===== src/rtl/mips_pkg.sv =====
// Shared MIPS pipeline types: fetch FSM states, flush value and the
// {instruction, PC+4} record that moves from IF to ID.
package mips_pkg;

  typedef enum logic [1:0] {
    IDLE     = 2'd0,
    FETCH    = 2'd1,
    WAIT_OUT = 2'd2,
    DROP     = 2'd3
  } fetch_state_t;

  // Instruction value seen on the IF/ID outputs after reset or a flush.
  localparam logic [31:0] INSTR_NOP        = 32'h0000_0000;
  // Address of the first fetch after reset unless overridden.
  localparam logic [31:0] DEFAULT_RESET_PC = 32'h0000_0000;

  typedef struct packed {
    logic [31:0] instruction;
    logic [31:0] pc_next;
  } fetch_entry_t;

endpackage


===== src/rtl/if_skid_buf.sv =====
// Two-entry IF/ID output buffer: a head register that drives the ID stage
// and one skid entry that catches a fetch returning while ID is stalled.
module if_skid_buf
  import mips_pkg::*;
(
  input  logic        clk,
  input  logic        nrst,
  input  logic        push,
  input  logic [31:0] push_instr,
  input  logic [31:0] push_pc_next,
  input  logic        pop,
  input  logic        flush,
  output logic        valid,
  output logic        full,
  output logic [31:0] instruction,
  output logic [31:0] pc_next
);

  fetch_entry_t head_q;
  fetch_entry_t skid_q;
  fetch_entry_t in_entry;
  logic         head_valid_q;
  logic         skid_valid_q;

  assign in_entry = '{instruction: push_instr, pc_next: push_pc_next};

  // Head refills from the skid first so delivery order is preserved; a flush
  // drops both entries and parks the outputs at the NOP value.
  always_ff @(posedge clk) begin
    if (nrst || flush) begin
      head_q       <= '{instruction: INSTR_NOP, pc_next: 32'h0};
      head_valid_q <= 1'b0;
      skid_q       <= '{instruction: INSTR_NOP, pc_next: 32'h0};
      skid_valid_q <= 1'b0;
    end else if (!head_valid_q || pop) begin
      if (skid_valid_q) begin
        head_q       <= skid_q;
        head_valid_q <= 1'b1;
        skid_valid_q <= push;
        if (push) begin
          skid_q <= in_entry;
        end
      end else if (push) begin
        head_q       <= in_entry;
        head_valid_q <= 1'b1;
      end else begin
        head_valid_q <= 1'b0;
      end
    end else if (push) begin
      skid_q       <= in_entry;
      skid_valid_q <= 1'b1;
    end
  end

  assign valid       = head_valid_q;
  assign full        = skid_valid_q;
  assign instruction = head_q.instruction;
  assign pc_next     = head_q.pc_next;

endmodule


===== src/rtl/if_fetch.sv =====
// MIPS instruction-fetch stage: owns the PC, requests instruction memory and
// hands {instruction, PC+4} to ID through a two-entry buffer.
//
// Handshakes:
//   memory side: Req is held high with a stable Addr until Ack; Ack may come
//                in the same cycle Req rises and is never given with Req=0.
//   ID side:     an item transfers in every cycle with Valid=1 and Stall=0;
//                while Stall=1 the o_ID_* outputs hold.
// A redirect (PCSrc) beats both Stall and Ack capture: all buffered work is
// flushed, and a request already in flight is completed and its data thrown
// away (DROP) before the target is fetched.
module if_fetch
  import mips_pkg::*;
#(
  parameter logic [31:0] RESET_PC = DEFAULT_RESET_PC
) (
  input  logic        clk,
  input  logic        nrst,
  input  logic        i_IF_ctrl_PCSrc,
  input  logic [31:0] i_IF_data_PCBranch,
  input  logic        i_IF_ctrl_Stall,
  output logic        o_IF_mem_ImemReq,
  output logic [31:0] o_IF_mem_ImemAddr,
  input  logic        i_IF_mem_ImemAck,
  input  logic [31:0] i_IF_mem_ImemDataR,
  output logic        o_ID_ctrl_Valid,
  output logic [31:0] o_ID_data_instruction,
  output logic [31:0] o_ID_data_PCNext,
  output logic [1:0]  dbg_state
);

  fetch_state_t state_q;
  logic         req_q;
  logic [31:0]  pc_q;
  logic [31:0]  redir_q;
  logic [31:0]  pc_plus4;

  logic buf_valid;
  logic buf_full;
  logic pop;
  logic buf_free;
  logic capture;

  assign pc_plus4 = pc_q + 32'd4;
  assign pop      = buf_valid && !i_IF_ctrl_Stall;
  assign buf_free = !buf_valid || pop;
  // A returning fetch is kept only on the normal path with room in the skid.
  assign capture  = (state_q == FETCH) && i_IF_mem_ImemAck && !i_IF_ctrl_PCSrc && !buf_full;

  if_skid_buf u_buf (
    .clk          (clk),
    .nrst         (nrst),
    .push         (capture),
    .push_instr   (i_IF_mem_ImemDataR),
    .push_pc_next (pc_plus4),
    .pop          (pop),
    .flush        (i_IF_ctrl_PCSrc),
    .valid        (buf_valid),
    .full         (buf_full),
    .instruction  (o_ID_data_instruction),
    .pc_next      (o_ID_data_PCNext)
  );

  // Fetch FSM with PC, redirect target and a registered memory request.
  always_ff @(posedge clk) begin
    if (nrst) begin
      state_q <= IDLE;
      req_q   <= 1'b0;
      pc_q    <= RESET_PC;
      redir_q <= RESET_PC;
    end else begin
      case (state_q)
        IDLE: begin
          state_q <= FETCH;
          req_q   <= 1'b1;
          if (i_IF_ctrl_PCSrc) begin
            pc_q <= i_IF_data_PCBranch;
          end
        end
        FETCH: begin
          if (i_IF_ctrl_PCSrc) begin
            if (i_IF_mem_ImemAck) begin
              pc_q <= i_IF_data_PCBranch;
            end else begin
              redir_q <= i_IF_data_PCBranch;
              state_q <= DROP;
            end
          end else if (capture) begin
            pc_q <= pc_plus4;
            if (!buf_free) begin
              state_q <= WAIT_OUT;
              req_q   <= 1'b0;
            end
          end
        end
        WAIT_OUT: begin
          if (i_IF_ctrl_PCSrc) begin
            pc_q    <= i_IF_data_PCBranch;
            state_q <= FETCH;
            req_q   <= 1'b1;
          end else if (!i_IF_ctrl_Stall) begin
            state_q <= FETCH;
            req_q   <= 1'b1;
          end
        end
        DROP: begin
          if (i_IF_mem_ImemAck) begin
            pc_q    <= i_IF_ctrl_PCSrc ? i_IF_data_PCBranch : redir_q;
            state_q <= FETCH;
          end else if (i_IF_ctrl_PCSrc) begin
            redir_q <= i_IF_data_PCBranch;
          end
        end
        default: begin
          state_q <= IDLE;
          req_q   <= 1'b0;
        end
      endcase
    end
  end

  assign o_IF_mem_ImemReq  = req_q;
  assign o_IF_mem_ImemAddr = pc_q;
  assign o_ID_ctrl_Valid   = buf_valid;
  assign dbg_state         = state_q;

endmodule


===== config.mk =====
export PLATFORM = sky130hd
export DESIGN_NAME = if_fetch
export DESIGN_NICKNAME = d
export VERILOG_FILES = /design/src/rtl/mips_pkg.sv /design/src/rtl/if_skid_buf.sv /design/src/rtl/if_fetch.sv
export SDC_FILE = /design/constraint.sdc
export NUM_CORES = 1
export LEC_CHECK = 0
export CORE_ASPECT_RATIO = 1.25
export CORE_UTILIZATION = 42
export CTS_CLUSTER_SIZE = 14
export DETAILED_ROUTE_END_ITERATION = 10
export GPL_TIMING_DRIVEN = 0
export PLACE_DENSITY = 0.71
export SKIP_CTS_REPAIR_TIMING = 1
export SLEW_MARGIN = 20
export SYNTH_ARGS = -nofsm -noshare
export SYNTH_HDL_FRONTEND = slang
export SYNTH_SLANG_ARGS = --single-unit

===== constraint.sdc =====
create_clock -name clk -period 3.1 [get_ports clk]
set_input_delay 0.31 -clock clk [delete_from_list [all_inputs] [get_ports clk]]
set_output_delay 0.31 -clock clk [all_outputs]
set_load 0.03 [all_outputs]

# Yosys cells after proc, flatten, opt, wreduce, memory -nomap -nowiden
# Cells that the tools add are included.
# Widths: inputs -> output; s select.
word_totals:
  input_bits: 69
  regBits: 197
op_classes:
  reduce_logical: 21
  n_addsub: 1
  n_eq_ne: 17
  mux: 35
op_table:
  columns: ["op", "n"]
  rows:
  - ["$mux 64", 5]
  - ["$mux 32", 9]
  - ["$pmux 32 s3", 1]
  - ["$pmux 32 s2", 1]
  - ["$add 32x3->32 const B", 1]
  - ["$mux 2", 7]
  - ["$ne 2x2->1 const B", 6]
  - ["$ne 3x3->1 const B", 4]
  - ["$mux 1", 10]
  - ["$reduce_and 5->1", 2]
  - ["$pmux 2 s4", 1]
  - ["$reduce_and 4->1", 2]
  - ["$ne 2x1->1 const B", 3]
  - ["$reduce_bool 2->1", 3]
  - ["$eq 2x2->1 const B", 2]
  - ["$logic_and 1x1->1", 4]
  - ["$logic_not 1->1", 4]
  - ["$ne 3x2->1 const B", 1]
  - ["$pmux 1 s3", 1]
  - ["$reduce_bool 3->1", 1]
  - ["$eq 2x1->1 const B", 1]
  - ["$logic_not 2->1", 1]
  - ["$logic_or 1x1->1", 2]
  - ["$reduce_and 2->1", 1]
  - ["$reduce_or 2->1", 1]

# Logic depth before layout (Yosys ltp)
# Gate-level depths: netlist (run 1).
depth:
  depth_word: 7
  depth_mapped: 8

# Modules after synthesis
# From an unflattened synthesis (run 1), not the netlist that was laid out.
hier_totals:
  cells_unflattened: 1116
  area_unflattened_um2: 9754.4
by_module_without_submodules:
  columns: ["module", "area_per_inst_um2", "cells_per_inst", "seq_area_each_um2", "n_inst"]
  rows:
  - ["if_skid_buf", 5851.9, 583, 2602.5, 1]
  - ["if_fetch", 3902.5, 533, 1341.3, 1]

# Worst setup path after synthesis (run 1)
# Ideal clock, no wire load.
synth_timing:
  path_kind: "reg-to-reg"
  from: "reg pc_q[2], in the netlist o_IF_mem_ImemAddr[2]"
  to: "reg u_buf.head_q, in the netlist u_buf.pc_next[16]"
  t_required_ps: 2962
  synth_period_minus_slack_ps: 2053
  path_buffers: 1
  stages_incl_launch_ff: 8
  path_slack_ps: 1047
  arrival_ps: 1915
  cell_sequence: "dfxtp_1 > ha_1 > nand4_1 > nor2_1 > buf_2 > nand4_1 > xor2_1 > o221ai_1"
synth_via:
  elab_chain_cells: 3
synth_lines:
  columns: ["element", "line", "rtl"]
  rows:
  - ["from (decl)", "if_fetch.sv:34", "logic [31:0] pc_q;"]
  - ["from (signal assigned)", "if_fetch.sv:77", "pc_q <= i_IF_data_PCBranch;"]
  - ["from (signal assigned)", "if_fetch.sv:83", "pc_q <= i_IF_data_PCBranch;"]
  - ["from (signal assigned)", "if_fetch.sv:89", "pc_q <= pc_plus4;"]
  - ["$add 32x3->32", "if_fetch.sv:44", "assign pc_plus4 = pc_q + 32'd4;"]
  - ["$mux 64", "if_skid_buf.sv:43", "end else if (push) begin"]
  - ["$mux 64", "if_skid_buf.sv:36", "if (skid_valid_q) begin"]
  - ["to (signal assigned)", "if_skid_buf.sv:31", "head_q <= '{instruction: INSTR_NOP, pc_next: 32'h0};"]
  - ["to (signal assigned)", "if_skid_buf.sv:37", "head_q <= skid_q;"]
  - ["to (signal assigned)", "if_skid_buf.sv:44", "head_q <= in_entry;"]
  - ["to (decl)", "if_skid_buf.sv:19", "fetch_entry_t head_q;"]
# No other way between the ends. The select of a mux whose other input is x is not followed.
# A chain may end at the register's enable or synchronous reset.

# Final worst setup path (run 1)
# Same ends and word-level chain as after synthesis.

==> metrics, run 1 <==
status completed; die area about 0.022 mm²; post-synthesis cell area between 0.008 and 0.009 mm²; Net Switching around 0.0016 W; P_leak roughly 3.8 nW; top-area cell type share of the netlist area 0.4411; start point of the worst hold path i_IF_data_PCBranch[9]; dpl hpwl ~22000 µm; Crit Path Category flop to flop; Post-DRT Antenna Nets 0; share of layout cells above drive strength 1 0.05543; wire length of the first global-routing pass between 40000 and 50000 µm; DR WL/cell 18.07 µm; cell count after synthesis roughly 1100; CTS Buf Count 17; Clock Latency Late Sink between 0.4 and 0.5 ns; Hold Path Class input port to flop; ANT cells 0; synthesized area per cell around 8 µm²; clk slew on worst S/H paths 0.08 ns; nets@finish around 1400; switching share of power 0.2815; Crit Path Max Fanout 10; total power 0.005595 W; std cell rows 59; vias per cell between 5 and 6; final wirelength around 29000 µm; Cell variety after synth 70; Longest Clk Path Bufs 2; WHS Endpoint redir_q[9]; Post-DP Area ~0.011 mm²; Root Buffer clkbuf_16; cell accounting for the most synthesized area dfxtp_1; Hold Path Depth 3; Clock Power Share 0.389; post-synthesis register bit count just under 200; Max-slew headroom 0.3707; Core Util, Final 0.5541; Die Ht roughly 170 µm; Setup Viol. Count Final 0; register area share after synthesis 0.4411; Final min period between 2 and 3 ns; drt drc 0; grt ovf 0; DR vias 8945; Reg2Reg Depth 7; maximum vdd drop between 0.0004 and 0.0005 V; FF-to-FF Start o_IF_mem_ImemAddr[2]; Starting Density 0.4295; FILL cells between 2000 and 2500; arrival time worst endpoint 3.09 ns; internal power about 0.0040 W; IO Pins approximately 170; placed cells about 1600; max_cap viols 0; CP Capture Type flop; Seq pwr share 0.477; Final TNS setup 0 ns; Core ar. 0.02082 mm²; design area approximately 0.012 mm²; r2r setup slk about 0.30 ns; Max H-tree Level 4; Layout Cells excl Fill between 1500 and 2000; DRT iter0 DRCs 698; Critical Path RT about 3.4 ns; GRT Overall Usage 0.2640; R2R Path End u_buf.pc_next[16]; ratio of total power to cell area 485.1 mW/mm²; GP Congestion 0.9160; unrepaired setup endpoints after global routing no; Post-Synthesis Net Count between 1000 and 1500; number of flops mapped to enable cells by yosys 0; TritonCTS clock tree done; CP Launch Type flop; Gate power share 0.133; Synth async-reset ratio 0; period utilisation layout 0.9043; CTS sink count just under 200; Area contributors post-synth dfxtp_1, nand2_1, a21oi_1; fmax between 300 and 400 MHz; Synthesis Warnings 0; max-slew violations 0; vias in the first global route ~8300; Synth Flop Type dfxtp_1; Die X approximately 130 µm; final hold vios 0; largest net degree at the start of global routing 19; Syn-to-layout area delta 29.01%; port bufs around 170; TritonRoute pass-1 iters 6; clock skew about 0.011 ns; antenna violations before repair 0; Worst Max-Slew Pin Slew between 0.9 and 1 ns
-- cell usage in the layout, fill, tap and decap left out, types with 8 or more instances in the layout --
| cell type | instances |
|---|---|
| clkbuf_1 | 69 |
| nor2_1 | 105 |
| nand2_1 | 190 |
| o32ai_1 | 9 |
| nand4_1 | 13 |
| nor3_1 | 28 |
| xnor2_1 | 14 |
| a21oi_1 | 125 |
| clkbuf_16 | 17 |
| a211oi_1 | 48 |
| and3_1 | 12 |
| buf_2 | 21 |
| clkdlybuf4s50_1 | 168 |
| dfxtp_1 | 197 |
| mux2i_1 | 39 |
| inv_1 | 19 |
| a31oi_1 | 16 |
| o21ai_0 | 40 |
| o21ai_1 | 8 |
| nand3_1 | 43 |
-- cells by family (layout without fill, tap and decap cells) --
| group | Yosys count | after routing | synth area share |
|---|---|---|---|
| compound gates | 307 | 307 | 0.2158 |
| xor+xnor | 19 | 19 | 0.01861 |
| flops | 197 | 197 | 0.4411 |
| buf+inv | 118 | 318 | 0.05471 |
| mux | 40 | 40 | 0.04492 |
| fa+ha+maj | 1 | 1 | 0.001399 |
| simple gates | 435 | 435 | 0.2235 |
-- per-layer routing --
| metal | vias to the layer above | track usage | share of wire | wire, µm |
|---|---|---|---|---|
| li1 | 4333 | - | - | - |
| met1 | 4136 | 0.3165 | 0.41 | 11700 |
| met2 | 414 | 0.4687 | 0.50 | 14260 |
| met3 | 62 | 0.04487 | 0.069 | 1976 |
| met4 | 0 | 0.1076 | 0.029 | 822 |
| met5 | - | 0 | 0 | 0 |
-- worst max-delay path, cell delays in order, from the launching register on --
cell and delay (ns):
dfxtp_1 0.62, ha_1 0.31, nand4_1 0.26, nor2_1 0.27, buf_2 0.33, nand4_1 0.15, xor2_1 0.49, o221ai_1 0.21
-- how the worst max path moves through the flow --
stage,start,end,slack (ns),cells after the start
3_5_place_dp,i_IF_mem_ImemAck,u_buf.pc_next[0],0.17,7
6_report,o_IF_mem_ImemAddr[2],u_buf.pc_next[16],0.30,7
5_1_grt,o_IF_mem_ImemAddr[2],u_buf.pc_next[16],0.20,7
4_1_cts,o_IF_mem_ImemAddr[2],u_buf.pc_next[16],0.35,7
2_1_floorplan,o_IF_mem_ImemAddr[2],u_buf.pc_next[16],1.05,7
3_3_place_gp,i_IF_mem_ImemAck,u_buf.pc_next[0],0.18,7
-- power groups by stage --
| stage | logic, W | registers (W) | clock network [W] |
|---|---|---|---|
| 2_1_floorplan | 0.000318 | 0.00280 | 0 |
| 3_3_place_gp | 0.000732 | 0.00273 | 0 |
| 3_5_place_dp | 0.000736 | 0.00273 | 0 |
| 4_1_cts | 0.000740 | 0.00267 | 0.00220 |
| 5_1_grt | 0.000797 | 0.00268 | 0.00232 |
| 6_report | 0.000746 | 0.00267 | 0.00218 |
-- cells in the mapped netlist, drive strengths merged (5+ instances only) --
cell	instances
nor4	5
a31oi	16
nand2b	7
mux2i	39
xor2	5
nand4	14
dfxtp	197
o21ai	48
or2	5
buf	29
inv	19
a21oi	126
o221ai	7
and3	12
nand2	190
nor3	28
a311oi	6
nor2	105
o32ai	9
or3	7
o31a	5
clkbuf	69
a211oi	48
o211ai	6
xnor2	14
nand3	44
-- final cells by class --
type,count,area [µm²],share of cell area
Multi-Input combinational cell,802,4508,0.3908
Sequential cell,197,3944,0.3419
Timing Repair Buffer,168,1682,0.1458
Buffer,98,414.1,0.03590
Clock buffer,18,429.2,0.03721
Clock inverter,14,140.1,0.01215
Inverter,20,75.07,0.006508
Tap cell,274,342.8,0.02972
-- metrics by stage --
stage / setup slack (ns) / hold WS [ns]
floorplan: 1.047 / 0.4229
global placement: 0.1816 / 0.4375
detailed placement: 0.1708 / 0.4440
CTS: 0.3484 / 0.4400
global route: 0.1966 / 0.4559
finish: 0.2968 / 0.4476
-- flip-flops by register name (all words and copies together) (netlist names) --
| register | flops |
|---|---|
| dbg_state | 2 |
| o_IF_mem_ImemAddr | 32 |
| o_IF_mem_ImemReq | 1 |
| redir_q | 32 |
| u_buf.full | 1 |
| u_buf.instruction | 32 |
| u_buf.pc_next | 32 |
| u_buf.skid_q | 64 |
| u_buf.valid | 1 |
Note: power is estimated with default switching activity, not from simulation.
==> run 2: changes to the inputs <==
CTS_CLUSTER_DIAMETER = 30   (was unset)
==> results of run 2 <==
Same layout as run 1: the final DEF is identical, and so are final timing and power.
==> run 3: changes to the inputs <==
CTS_CLUSTER_DIAMETER = unset   (was 30)
HOLD_SLACK_MARGIN = 0.12   (was unset)
==> results of run 3 <==
Same layout as run 1: the final DEF is identical, and so are final timing and power.
